[config.mk]
export PLATFORM = sky130hd
export DESIGN_NAME = if_fetch_unit
export DESIGN_NICKNAME = d
export VERILOG_FILES = /design/src/rtl/if_fetch_unit.sv
export SDC_FILE = /design/constraint.sdc
export NUM_CORES = 1
export LEC_CHECK = 0
export ABC_AREA = 1
export CORE_MARGIN = 2
export CORE_UTILIZATION = 30
export DETAILED_ROUTE_END_ITERATION = 16
export PLACE_DENSITY = 0.61
export SYNTH_ARGS = -nofsm -noshare
export SYNTH_HDL_FRONTEND = slang
export SYNTH_SLANG_ARGS = --single-unit
[constraint.sdc]
create_clock -name clk -period 4.3 [get_ports clk]
set_input_delay 0.645 -clock clk [delete_from_list [all_inputs] [get_ports clk]]
set_output_delay 0.645 -clock clk [all_outputs]
set_load 0.05 [all_outputs]
[src/rtl/if_fetch_unit.sv]
// if_fetch_unit: instruction-fetch stage feeding the IF/ID register.
// Owns the PC, runs a valid/ready request handshake to instruction memory,
// buffers a returned word across hazard stalls and handles EX redirects,
// including redirects that arrive while a memory request is still waiting.
module if_fetch_unit #(
    parameter logic [31:0] RESET_PC = 32'h0000_0000,
    parameter int unsigned PC_STEP  = 4
) (
    input  logic        clk,
    input  logic        Reset,
    input  logic        stall_in,
    input  logic        redirect_valid,
    input  logic [31:0] redirect_target,
    output logic        imem_req,
    output logic [31:0] imem_addr,
    input  logic        imem_ready,
    input  logic [31:0] imem_rdata,
    output logic [31:0] fetch_instr,
    output logic [31:0] fetch_pc,
    output logic        fetch_valid,
    output logic        IF_ID_LE,
    output logic        IF_ID_Reset
);

    // BOOT : idle cycle after reset, no request yet
    // REQ  : request outstanding at pc
    // HOLD : a word was fetched during a stall and is parked in the buffer
    // DROP : request at the old pc must complete, but its word is discarded
    typedef enum logic [1:0] {
        S_BOOT = 2'd0,
        S_REQ  = 2'd1,
        S_HOLD = 2'd2,
        S_DROP = 2'd3
    } state_t;

    state_t      state_q, state_d;
    logic [31:0] pc_q, pc_d;
    logic [31:0] redir_pc_q, redir_pc_d;
    logic [31:0] buf_instr_q, buf_instr_d;
    logic [31:0] buf_pc_q, buf_pc_d;

    logic [31:0] pc_inc;
    logic [31:0] target_aligned;

    // Force a redirect target onto a word boundary.
    function automatic logic [31:0] word_align(input logic [31:0] addr);
        return {addr[31:2], 2'b00};
    endfunction

    // Sequential PC wraps modulo 2^32.
    assign pc_inc         = pc_q + 32'(PC_STEP);
    assign target_aligned = word_align(redirect_target);

    // State and datapath registers; reset drops any outstanding request at once.
    always_ff @(posedge clk or negedge Reset) begin
        if (!Reset) begin
            state_q     <= S_BOOT;
            pc_q        <= RESET_PC;
            redir_pc_q  <= 32'h0000_0000;
            buf_instr_q <= 32'h0000_0000;
            buf_pc_q    <= 32'h0000_0000;
        end else begin
            state_q     <= state_d;
            pc_q        <= pc_d;
            redir_pc_q  <= redir_pc_d;
            buf_instr_q <= buf_instr_d;
            buf_pc_q    <= buf_pc_d;
        end
    end

    // Next-state and PC update; redirect outranks stall, stall outranks sequential fetch.
    always_comb begin
        state_d     = state_q;
        pc_d        = pc_q;
        redir_pc_d  = redir_pc_q;
        buf_instr_d = buf_instr_q;
        buf_pc_d    = buf_pc_q;
        case (state_q)
            S_BOOT: begin
                state_d = S_REQ;
                if (redirect_valid) begin
                    pc_d = target_aligned;
                end
            end
            S_REQ: begin
                if (imem_ready) begin
                    if (redirect_valid) begin
                        // Returned word belongs to the wrong path.
                        pc_d = target_aligned;
                    end else if (!stall_in) begin
                        pc_d = pc_inc;
                    end else begin
                        buf_instr_d = imem_rdata;
                        buf_pc_d    = pc_q;
                        state_d     = S_HOLD;
                    end
                end else if (redirect_valid) begin
                    // Address must stay stable until the pending request completes.
                    redir_pc_d = target_aligned;
                    state_d    = S_DROP;
                end
            end
            S_HOLD: begin
                if (redirect_valid) begin
                    pc_d    = target_aligned;
                    state_d = S_REQ;
                end else if (!stall_in) begin
                    pc_d    = pc_inc;
                    state_d = S_REQ;
                end
            end
            S_DROP: begin
                if (redirect_valid) begin
                    redir_pc_d = target_aligned;
                end
                if (imem_ready) begin
                    pc_d    = redirect_valid ? target_aligned : redir_pc_q;
                    state_d = S_REQ;
                end
            end
            default: begin
                state_d = S_BOOT;
            end
        endcase
    end

    // Output decode: request strobe, word presented to IF/ID, and its load enable.
    always_comb begin
        imem_req    = 1'b0;
        fetch_instr = 32'h0000_0000;
        fetch_pc    = pc_q;
        fetch_valid = 1'b0;
        IF_ID_LE    = 1'b0;
        case (state_q)
            S_REQ: begin
                imem_req = 1'b1;
                if (imem_ready && !redirect_valid) begin
                    fetch_instr = imem_rdata;
                    fetch_pc    = pc_q;
                    fetch_valid = 1'b1;
                    IF_ID_LE    = !stall_in;
                end
            end
            S_HOLD: begin
                if (!redirect_valid) begin
                    fetch_instr = buf_instr_q;
                    fetch_pc    = buf_pc_q;
                    fetch_valid = 1'b1;
                    IF_ID_LE    = !stall_in;
                end
            end
            S_DROP: begin
                imem_req = 1'b1;
            end
            default: begin
                imem_req = 1'b0;
            end
        endcase
        if (!Reset) begin
            imem_req    = 1'b0;
            fetch_instr = 32'h0000_0000;
            fetch_pc    = 32'h0000_0000;
            fetch_valid = 1'b0;
            IF_ID_LE    = 1'b0;
        end
    end

    // Flush IF/ID on any redirect and while held in reset; never coincides with LE.
    assign IF_ID_Reset = redirect_valid | ~Reset;
    assign imem_addr   = pc_q;

endmodule

[Word-level counts from Yosys, hierarchy flattened]
Index checks and enable logic that the tools add are counted.
Word-level totals
  input bits: 69
  word-level logic and storage cells: 64
  bits in registers: 130
Operators by class
  $add $sub $neg: 1
  bitwise operators: 3
  equal/unequal tests: 11
  reductions and logical operators: 10
  mux-type cells: 34
Operators by type and width (count)
  32-bit 2-to-1 mux: 13
  32-bit one-hot mux with 2 select lines: 2
  32-bit one-hot mux with 4 select lines: 1
  32-bit by 3-bit adder with 32-bit output (second input constant): 1
  2-bit 2-to-1 mux: 7
  3-bit inequality test (second input constant): 4
  1-bit 2-to-1 mux: 8
  2-bit inequality test (second input constant): 4
  2-bit one-hot mux with 4 select lines: 1
  5-bit AND reduction: 1
  2-bit == test (second input constant): 2
  1-bit one-hot mux with 2 select lines: 2
  4-bit AND reduction: 1
  3-bit AND reduction: 1
  2-bit by 1-bit == test with 1-bit output (second input constant): 1
  1-bit logical NOT: 2
  2-bit logical NOT: 1
  1-bit NOT: 2
  2-bit AND reduction: 1
  2-bit nonzero test: 1
  2-bit OR reduction: 1
  1-bit logical AND: 1
  1-bit bitwise OR: 1

[Logic depth before layout (Yosys ltp)]
Gate-level depths: netlist of the first run.
  depth after elaboration: 5
  depth in mapped cells: 14
  mapped depth without buffers: 14

[Worst setup path before layout of the first run]
OpenSTA, ideal clock, no wires.
  path kind: input port to output port
  start: in redirect_valid
  end: out IF_ID_LE
  arrival time: 2.211 ns
  stages: 4
  setup slack: 1.444 ns
  required time: 3.655 ns
  cells stage by stage: buf_4 -> buf_2 -> buf_2 -> nor3_1
On the way
  longest elaborated chain between the ends: 5
  elaborated cells between the ends (all ways): 6
  classes of those cells: 4 x mux; 2 x reduce/logical
RTL lines
  start, declared: line 12  | input logic redirect_valid,
  1-bit logical NOT
  1-bit logical AND: line 137  | if (imem_ready && !redirect_valid) begin
  1-bit 2-to-1 mux: line 137
  1-bit one-hot mux with 2 select lines *: line 134  | case (state_q)
  1-bit 2-to-1 mux *: line 159  | if (!Reset) begin
  end, declared: line 21  | output logic IF_ID_LE,
Mark *: on every way between the ends. The rest lies on a longest branch, timed or not.

[Worst setup path in the final report of the first run]
  start: reg state_q[0]
  end: out fetch_pc[20]
On the way
  longest elaborated chain between the ends: 3
RTL lines
  start, declared: line 36  | state_t state_q, state_d;
  start signal, assigned: line 63  | state_q <= state_d;
  2-bit == test: line 134
  32-bit 2-to-1 mux
  32-bit 2-to-1 mux: line 159
  end, declared: line 19  | output logic [31:0] fetch_pc,
No other way between the ends.

==> parameters.txt, run 1 <==
Parameter                              Value

Status
  Result of the run    finished clean

Setup path
  Endpoint arrival time on the critical path    2.76 ns
  Critical Path End Type    output port
  Slack of the worst reg-to-reg path    ~1.7 ns
  Worst path bufs/invs    2
  Type of element launching the critical path    flop
  Cells along the critical path    inv_1 -> ha_1 -> nand2_2 -> o21ai_0 -> a21oi_1 -> clkdlybuf4s50_1
  Critical Path Max Stage Delay    between 0.8 and 0.9 ns
  CP max-delay cell    sky130_fd_sc_hd__clkdlybuf4s50_1
  Peak fanout along the critical path    30
  Startpoint-to-endpoint class of the critical path    reg -> out
  Gate family responsible for the most delay along the worst path    buffers and inverters
  CP required    3.65 ns

Timing
  Highest Clock Rate    0.2935 GHz
  RSZ-0062 raised after global routing    no
  Sum of negative setup slack    0 ns
  Worst clock skew    0.01380 ns
  Number of max-slew violations in the final report    0
  Minimum period implied by the final worst setup slack    3.407 ns
  Final worst slack    a little under 0.9 ns
  Number of failing hold endpoints at the final stage    0
  Number of setup violations in the final report    0
  Share of the cycle needed by the critical path after routing    79.24%
  Hold Slack    0.1491 ns
  Max transition margin    53.09%
  Worst slew pin tran    0.7037 ns

Final layout
  Antenna Cells    0
  Share of layout cells above drive strength 1    10.30%
  Number of nets at the end of the flow    1363
  Layout-stage area growth over the synthesis result    35.69%

Global routing
  Largest net degree at the start of global routing    70
  Number of antenna violations at the first check in global routing    0
  Overall Global Routing Usage    between 10% and 20%
  Wire length of the first global-routing pass    40.94 mm
  GRT overflow    0
  Vias in the first global route    7517

Clock network
  Buffers from clock root to sink, at most    2
  Insertion delay of the later-clocked pin in the worst-skew pair    0.43 ns
  CTS Root Cell    sky130_fd_sc_hd__clkbuf_16
  Post-CTS Hold Buffers    0
  Clock tree from TritonCTS    built
  Number of cells upsized or downsized after cts    0
  Clock transition at the register clock pins on the worst setup and hold paths after CTS    0.06 ns
  Number of sinks handled by clock tree synthesis    130
  Number of CTS-inserted buffers    17
  H-Tree Depth    4
  Setup repair bufs after CTS    0

Synthesis
  Mapped Cells    1150
  Share of cell area taken by muxes after synthesis    0%
  Net count after synthesis    1225
  Netlist Area Pre-Place    0.007821 sq mm
  Leading area contributor after synthesis    sky130_fd_sc_hd__dfrtp_1
  Fraction of synthesis flops using an asynchronous set or reset pin    100.0%
  Post-Synth Adder-Cell Area    0.9598%
  Mean Syn Cell Area    6.801 sq um
  Simple-gate portion of the synthesized area    29.07%
  Number of flops mapped to enable cells by yosys    0
  Number of storage elements in the synthesis netlist    130
  Largest cells by area after synthesis    sky130_fd_sc_hd__dfrtp_1, sky130_fd_sc_hd__nand2_1, sky130_fd_sc_hd__o21ai_0
  Synth cell types    36
  Sequential element share of the synthesized area    41.59%
  Post-synthesis share of cell area spent on xor and xnor gates    0.6719%
  Commonest register cell after synthesis    sky130_fd_sc_hd__dfrtp_1
  Most repeated cell in the gate-level netlist after synthesis    sky130_fd_sc_hd__nand2_1
  Synth warn    0
  Main combinational cell family by area after synthesis    simple AND/OR/NAND/NOR gates
  Top cells by count, synth    sky130_fd_sc_hd__nand2_1, sky130_fd_sc_hd__o21ai_0, sky130_fd_sc_hd__dfrtp_1
  Compound-gate portion of the synthesized area    19.44%
  Fraction of synthesized cell area taken by the top area cell type    41.59%

Power and ir drop
  Ratio of total power to cell area    739.7 mW/mm^2
  Worst VDD drop    0.0004634 V
  Reported leakage power    4.789 nW
  Total power draw    7.850 mW

Die
  Die footprint    0.02738 sq mm
  Die height    165.5 um
  # rows    59
  Die width    165.5 um
  Initial Utilization    between 30% and 40%
  Boundary pin count    169
  Area of the core    0.02584 sq mm

Routing
  Wirelength, routed    26.05 mm
  Routed length on met1    11.83 mm
  Uppermost layer routed    met4
  Count of antenna-violating nets left after detailed routing    0
  Routed wire length on met3    1.577 mm
  Vias per cell    4.923
  Violation count after the first detailed-route iteration    646
  Met2 wirelength from detailed routing    around 12 mm
  DRC violations left    0
  First-pass detailed-route iteration total    5
  Number of vias after detailed routing    around 8100
  Average wire per standard cell    around 16 um

Run
  Max capacitance violation total    0

Placement
  Gpl congestion    0.8555
  Estimated wirelength of the detail-placed design    17.92 mm
  # port buffers    roughly 170
  Setup slack after placement    1.224 ns

Hold path
  Hold Crit Class    in -> async
[flip-flops by register name (all words and copies together) (netlist names)]
name,count
redir_pc_q,32
state_q,2
buf_instr_q,32
buf_pc_q,32
imem_addr,32
[worst reg2reg max path, cell delays in order, from the launching register on]
cell                      delay [ns]
sky130_fd_sc_hd__dfrtp_1        0.42
sky130_fd_sc_hd__ha_1           0.40
sky130_fd_sc_hd__inv_1          0.27
sky130_fd_sc_hd__or2_1          0.16
sky130_fd_sc_hd__nand2_1        0.10
sky130_fd_sc_hd__nor2_4         0.42
sky130_fd_sc_hd__inv_4          0.32
sky130_fd_sc_hd__a21oi_1        0.20
sky130_fd_sc_hd__o21ai_0        0.10
sky130_fd_sc_hd__o21ai_0        0.09
[worst paths after layout]
path                                               start  depth (start not counted)                        end
worst max-delay path              state_q[0]$_DFFE_PN0P_                          6               fetch_pc[20]
worst min-delay path                               Reset                          1     state_q[1]$_DFFE_PN0P_
worst max register to register    state_q[0]$_DFFE_PN0P_                          9   imem_addr[5]$_DFFE_PN0P_
worst min register to register  buf_pc_q[28]$_DFFE_PN0P_                          2   buf_pc_q[28]$_DFFE_PN0P_
max in group asynchronous                          Reset                          3  imem_addr[29]$_DFFE_PN0P_
min in group clk                buf_pc_q[28]$_DFFE_PN0P_                          2   buf_pc_q[28]$_DFFE_PN0P_
[per-stage QoR]
step,utilization (%),instances,area (sq um)
global placement,38.69,1604,9996
floorplan,-,1150,7821
global route,41.08,1636,10610
finish,41.08,1636,10610
CTS,41.08,1636,10610
detailed placement,38.69,1604,9996
[cells by family after synthesis]
family,count (synthesis)
simple gates,564
compound gates,296
buf+inv,148
flops,130
xor+xnor,6
fa+ha+maj,6
[routing by layer]
| metal | global-route usage (%) | vias to the layer above |
|---|---|---|
| li1 | - | 3964 |
| met1 | 26.37 | 3787 |
| met2 | 30.48 | 267 |
| met3 | 4.196 | 36 |
| met4 | 6.387 | 0 |
| met5 | 0 | - |
[area by class of cell]
cell class | instances | area, sq um
Timing Repair Buffer | 184 | 2076
Clock buffer | 18 | 439.2
Multi-Input combinational cell | 872 | 3934
Clock inverter | 14 | 177.7
Fill cell | 2662 | 15220
Tap cell | 335 | 419.2
Inverter | 83 | 314.1
Sequential cell | 130 | 3253
[where the power goes]
part	total [mW]	leakage, nW	internal (mW)	switching (mW)
sequential	2.24	1.65	1.79	0.442
clock	1.55	0.290	0.934	0.616
combinational	4.06	2.85	1.26	2.80
total	7.85	4.79	3.99	3.86
[placed cells by master, fill, tap and decap left out, drive strengths merged, types with 18 or more instances in the layout]
cell type,synthesis,final
nand2,442,442
buf,23,72
nor2,84,84
nand3,31,31
clkbuf,41,18
dfrtp,130,130
inv,83,86
clkdlybuf4s50,0,112
o21ai,184,184
a21oi,99,99
(Power assumes the default switching activity.)
==> run 2: changes to the inputs <==
Clock period 4.3 ns to 3.4 ns, I/O delays scaled along.
==> run 2 against run 1 <==
Effect of this change:
- die area did not move
- register-to-register slack got worse by 0.79 ns
- cell count rose by 0.12%
- design area rose by 3.7%
- non-clock buffer count rose by 1
- combinational power rose by 34%
- setup slack got worse by 0.45 ns
- critical endpoint is now fetch_instr[8]
==> parameters.txt, run 2 (synthesis results as in run 1) <==
Parameter                              Value

Die
  Die width    165.5 um (unchanged)
  Die height    165.5 um (unchanged)
  Die footprint    0.02738 sq mm (unchanged)
  Initial Utilization    30.27% (unchanged)
  Boundary pin count    169 (unchanged)
  # rows    59 (unchanged)
  Area of the core    0.02584 sq mm (unchanged)

Global routing
  Vias in the first global route    7446 (-0.94%)
  Largest net degree at the start of global routing    67 (-4.3%)
  Overall Global Routing Usage    19.03% (-0.32 points)
  Wire length of the first global-routing pass    40.50 mm (-1.1%)
  GRT overflow    0 (unchanged)
  Number of antenna violations at the first check in global routing    1 (+1)

Routing
  Violation count after the first detailed-route iteration    551 (-15%)
  Vias per cell    4.824 (-2.0%)
  DRC violations left    0 (unchanged)
  First-pass detailed-route iteration total    5 (unchanged)
  Average wire per standard cell    15.63 um (-1.8%)
  Count of antenna-violating nets left after detailed routing    0 (unchanged)
  Wirelength, routed    25.60 mm (-1.7%)
  Number of vias after detailed routing    7902 (-1.9%)

Setup path
  CP max-delay cell    sky130_fd_sc_hd__dfrtp_1
  Worst path bufs/invs    5 (+3)
  Gate family responsible for the most delay along the worst path    buffers and inverters
  CP required    2.89 ns (-0.76 ns)
  Critical Path Max Stage Delay    0.41 ns (-0.43 ns)
  Critical Path End Type    output port
  Type of element launching the critical path    flop
  Cells along the critical path    inv_1 -> ha_1 -> nand2_2 -> buf_4 -> inv_1 -> buf_4 -> nand2_1 -> a21oi_1 -> buf_12
  Peak fanout along the critical path    34 (+13%)
  Startpoint-to-endpoint class of the critical path    reg -> out
  Endpoint arrival time on the critical path    2.45 ns (-0.31 ns)

Placement
  Gpl congestion    0.8917 (+4.2%)
  # port buffers    166 (unchanged)
  Estimated wirelength of the detail-placed design    17.56 mm (-2.0%)
  Placed standard-cell area    0.01039 sq mm (+4.0%)

Final layout
  Commonest non-fill, non-tap cell in the layout    sky130_fd_sc_hd__nand2_1
  Commonest cells after routing, fill and taps aside    sky130_fd_sc_hd__nand2_1, sky130_fd_sc_hd__o21ai_0, sky130_fd_sc_hd__dfrtp_1
  Post-route design area    0.01101 sq mm (+3.7%)
  Layout-stage area growth over the synthesis result    40.71%
  Number of nets at the end of the flow    1364 (+0.073%)
  Share of layout cells above drive strength 1    11.44% (+1.1 points)

Power and ir drop
  Total power draw    10.18 mW (+30%)
  Part of the power in combinational logic    53.4% (+1.6 points)
  Switching power summed over all nets    4.896 mW (+27%)
  Sequential group share of total power    27.7% (-0.8 points)
  Worst VDD drop    0.0005093 V (+9.9%)
  Reported leakage power    4.933 nW (+3.0%)
  Clock network fraction of design power    18.9% (-0.8 points)
  Switching share of power    48.10% (-1.1 points)
  Internal portion of total power    5.284 mW (+32%)
  Ratio of total power to cell area    925.0 mW/mm^2 (+25%)

Clock network
  Number of cells upsized or downsized after cts    0 (unchanged)
  CTS Root Cell    sky130_fd_sc_hd__clkbuf_16
  Setup repair bufs after CTS    0 (unchanged)
  Post-CTS Hold Buffers    0 (unchanged)
  H-Tree Depth    4 (unchanged)
  Clock tree from TritonCTS    built
  Clock transition at the register clock pins on the worst setup and hold paths after CTS    0.06 ns (about the same)
  Buffers from clock root to sink, at most    2 (unchanged)
  Number of sinks handled by clock tree synthesis    130 (unchanged)
  Insertion delay of the later-clocked pin in the worst-skew pair    0.42 ns (about the same)
  Number of CTS-inserted buffers    17 (unchanged)

Timing
  Share of the cycle needed by the critical path after routing    87.02%
  Worst slew pin tran    1.024 ns (+0.3203 ns)
  Minimum period implied by the final worst setup slack    2.959 ns
  Highest Clock Rate    0.3380 GHz
  RSZ-0062 raised after global routing    no
  Worst clock skew    0.008848 ns (-0.004954 ns)
  Max transition margin    31.65% (-21 points)
  Number of setup violations in the final report    0 (unchanged)
  Number of failing hold endpoints at the final stage    0 (unchanged)
  Sum of negative setup slack    0 ns (unchanged)
  Number of max-slew violations in the final report    0 (unchanged)

Status
  Result of the run    finished clean

Hold path
  Hold Crit Class    in -> async

Run
  Max capacitance violation total    0 (unchanged)
==> run 2: cell count changes in the layout (fill, tap and decap cells not counted), moves of 2 or more <==
cell                              delta
sky130_fd_sc_hd__buf_12             +34
sky130_fd_sc_hd__buf_4              -19
sky130_fd_sc_hd__clkdlybuf4s50_1    -14
sky130_fd_sc_hd__clkinv_4            +2
==> run 2: worst paths after layout <==
| path | start | endpoint | slack, ns | cells past startpoint |
|---|---|---|---|---|
| worst max register to register | state_q[0]$_DFFE_PN0P_ | imem_addr[8]$_DFFE_PN0P_ | 0.95 | 10 |
| worst min-delay path | Reset | buf_pc_q[1]$_DFFE_PN0P_ | 0.02 | 1 |
| max in group asynchronous | Reset | buf_instr_q[5]$_DFFE_PN0P_ | 2.53 | 2 |
| min in group clk | buf_pc_q[26]$_DFFE_PN0P_ | buf_pc_q[26]$_DFFE_PN0P_ | 0.48 | 2 |
| worst min register to register | buf_pc_q[26]$_DFFE_PN0P_ | buf_pc_q[26]$_DFFE_PN0P_ | 0.48 | 2 |
| worst max-delay path | state_q[0]$_DFFE_PN0P_ | fetch_instr[8] | 0.44 | 9 |
==> run 2: through the flow <==
step | std cells | utilization [%] | setup slack, ns | hold WS (ns)
after floorplan | 1150 | - | 0.7249 | 0.2144
after global placement | 1605 | 40.23 | 0.7524 | 0.4622
after detailed placement | 1605 | 40.23 | 0.7179 | 0.4654
after CTS | 1637 | 42.59 | 0.4079 | 0.02672
after global routing | 1638 | 42.60 | 0.2431 | 0.04485
final | 1638 | 42.60 | 0.4412 | 0.01914
==> run 2: cell type report <==
class	instances	area, sq um
antenna	1	2.502
timing repair buffer	185	2474
tap	335	419.2
sequential	130	3253
multi-input combinational	872	3934
clock inverter	15	183.9
inverter	83	314.1
clock buffer	17	425.4
fill	2611	14830
==> run 2: power by group through the flow <==
stage / clock network, mW / logic (mW) / registers [mW]
floorplan: 0 / 3.05 / 3.24
global placement: 0 / 5.39 / 2.82
detailed placement: 0 / 5.45 / 2.83
CTS: 1.96 / 5.47 / 2.81
global route: 2.03 / 5.99 / 2.92
finish: 1.93 / 5.44 / 2.82
==> run 2: layer usage <==
metal | up-vias | part of all wire [%] | global-route usage (%)
li1 | 3977 | - | -
met1 | 3653 | 46 | 26.54
met2 | 246 | 46 | 29.93
met3 | 26 | 5.5 | 3.072
met4 | 0 | 1.8 | 6.505
met5 | - | 0 | 0
==> run 3: changes to the inputs <==
Settings changed: ABC_CLOCK_PERIOD_IN_PS set to 3400, SETUP_SLACK_MARGIN set to 0.02, SKIP_CTS_REPAIR_TIMING set to 1.
==> results of run 3 <==
Same layout as run 2: the final DEF is identical, and so are final timing and power.
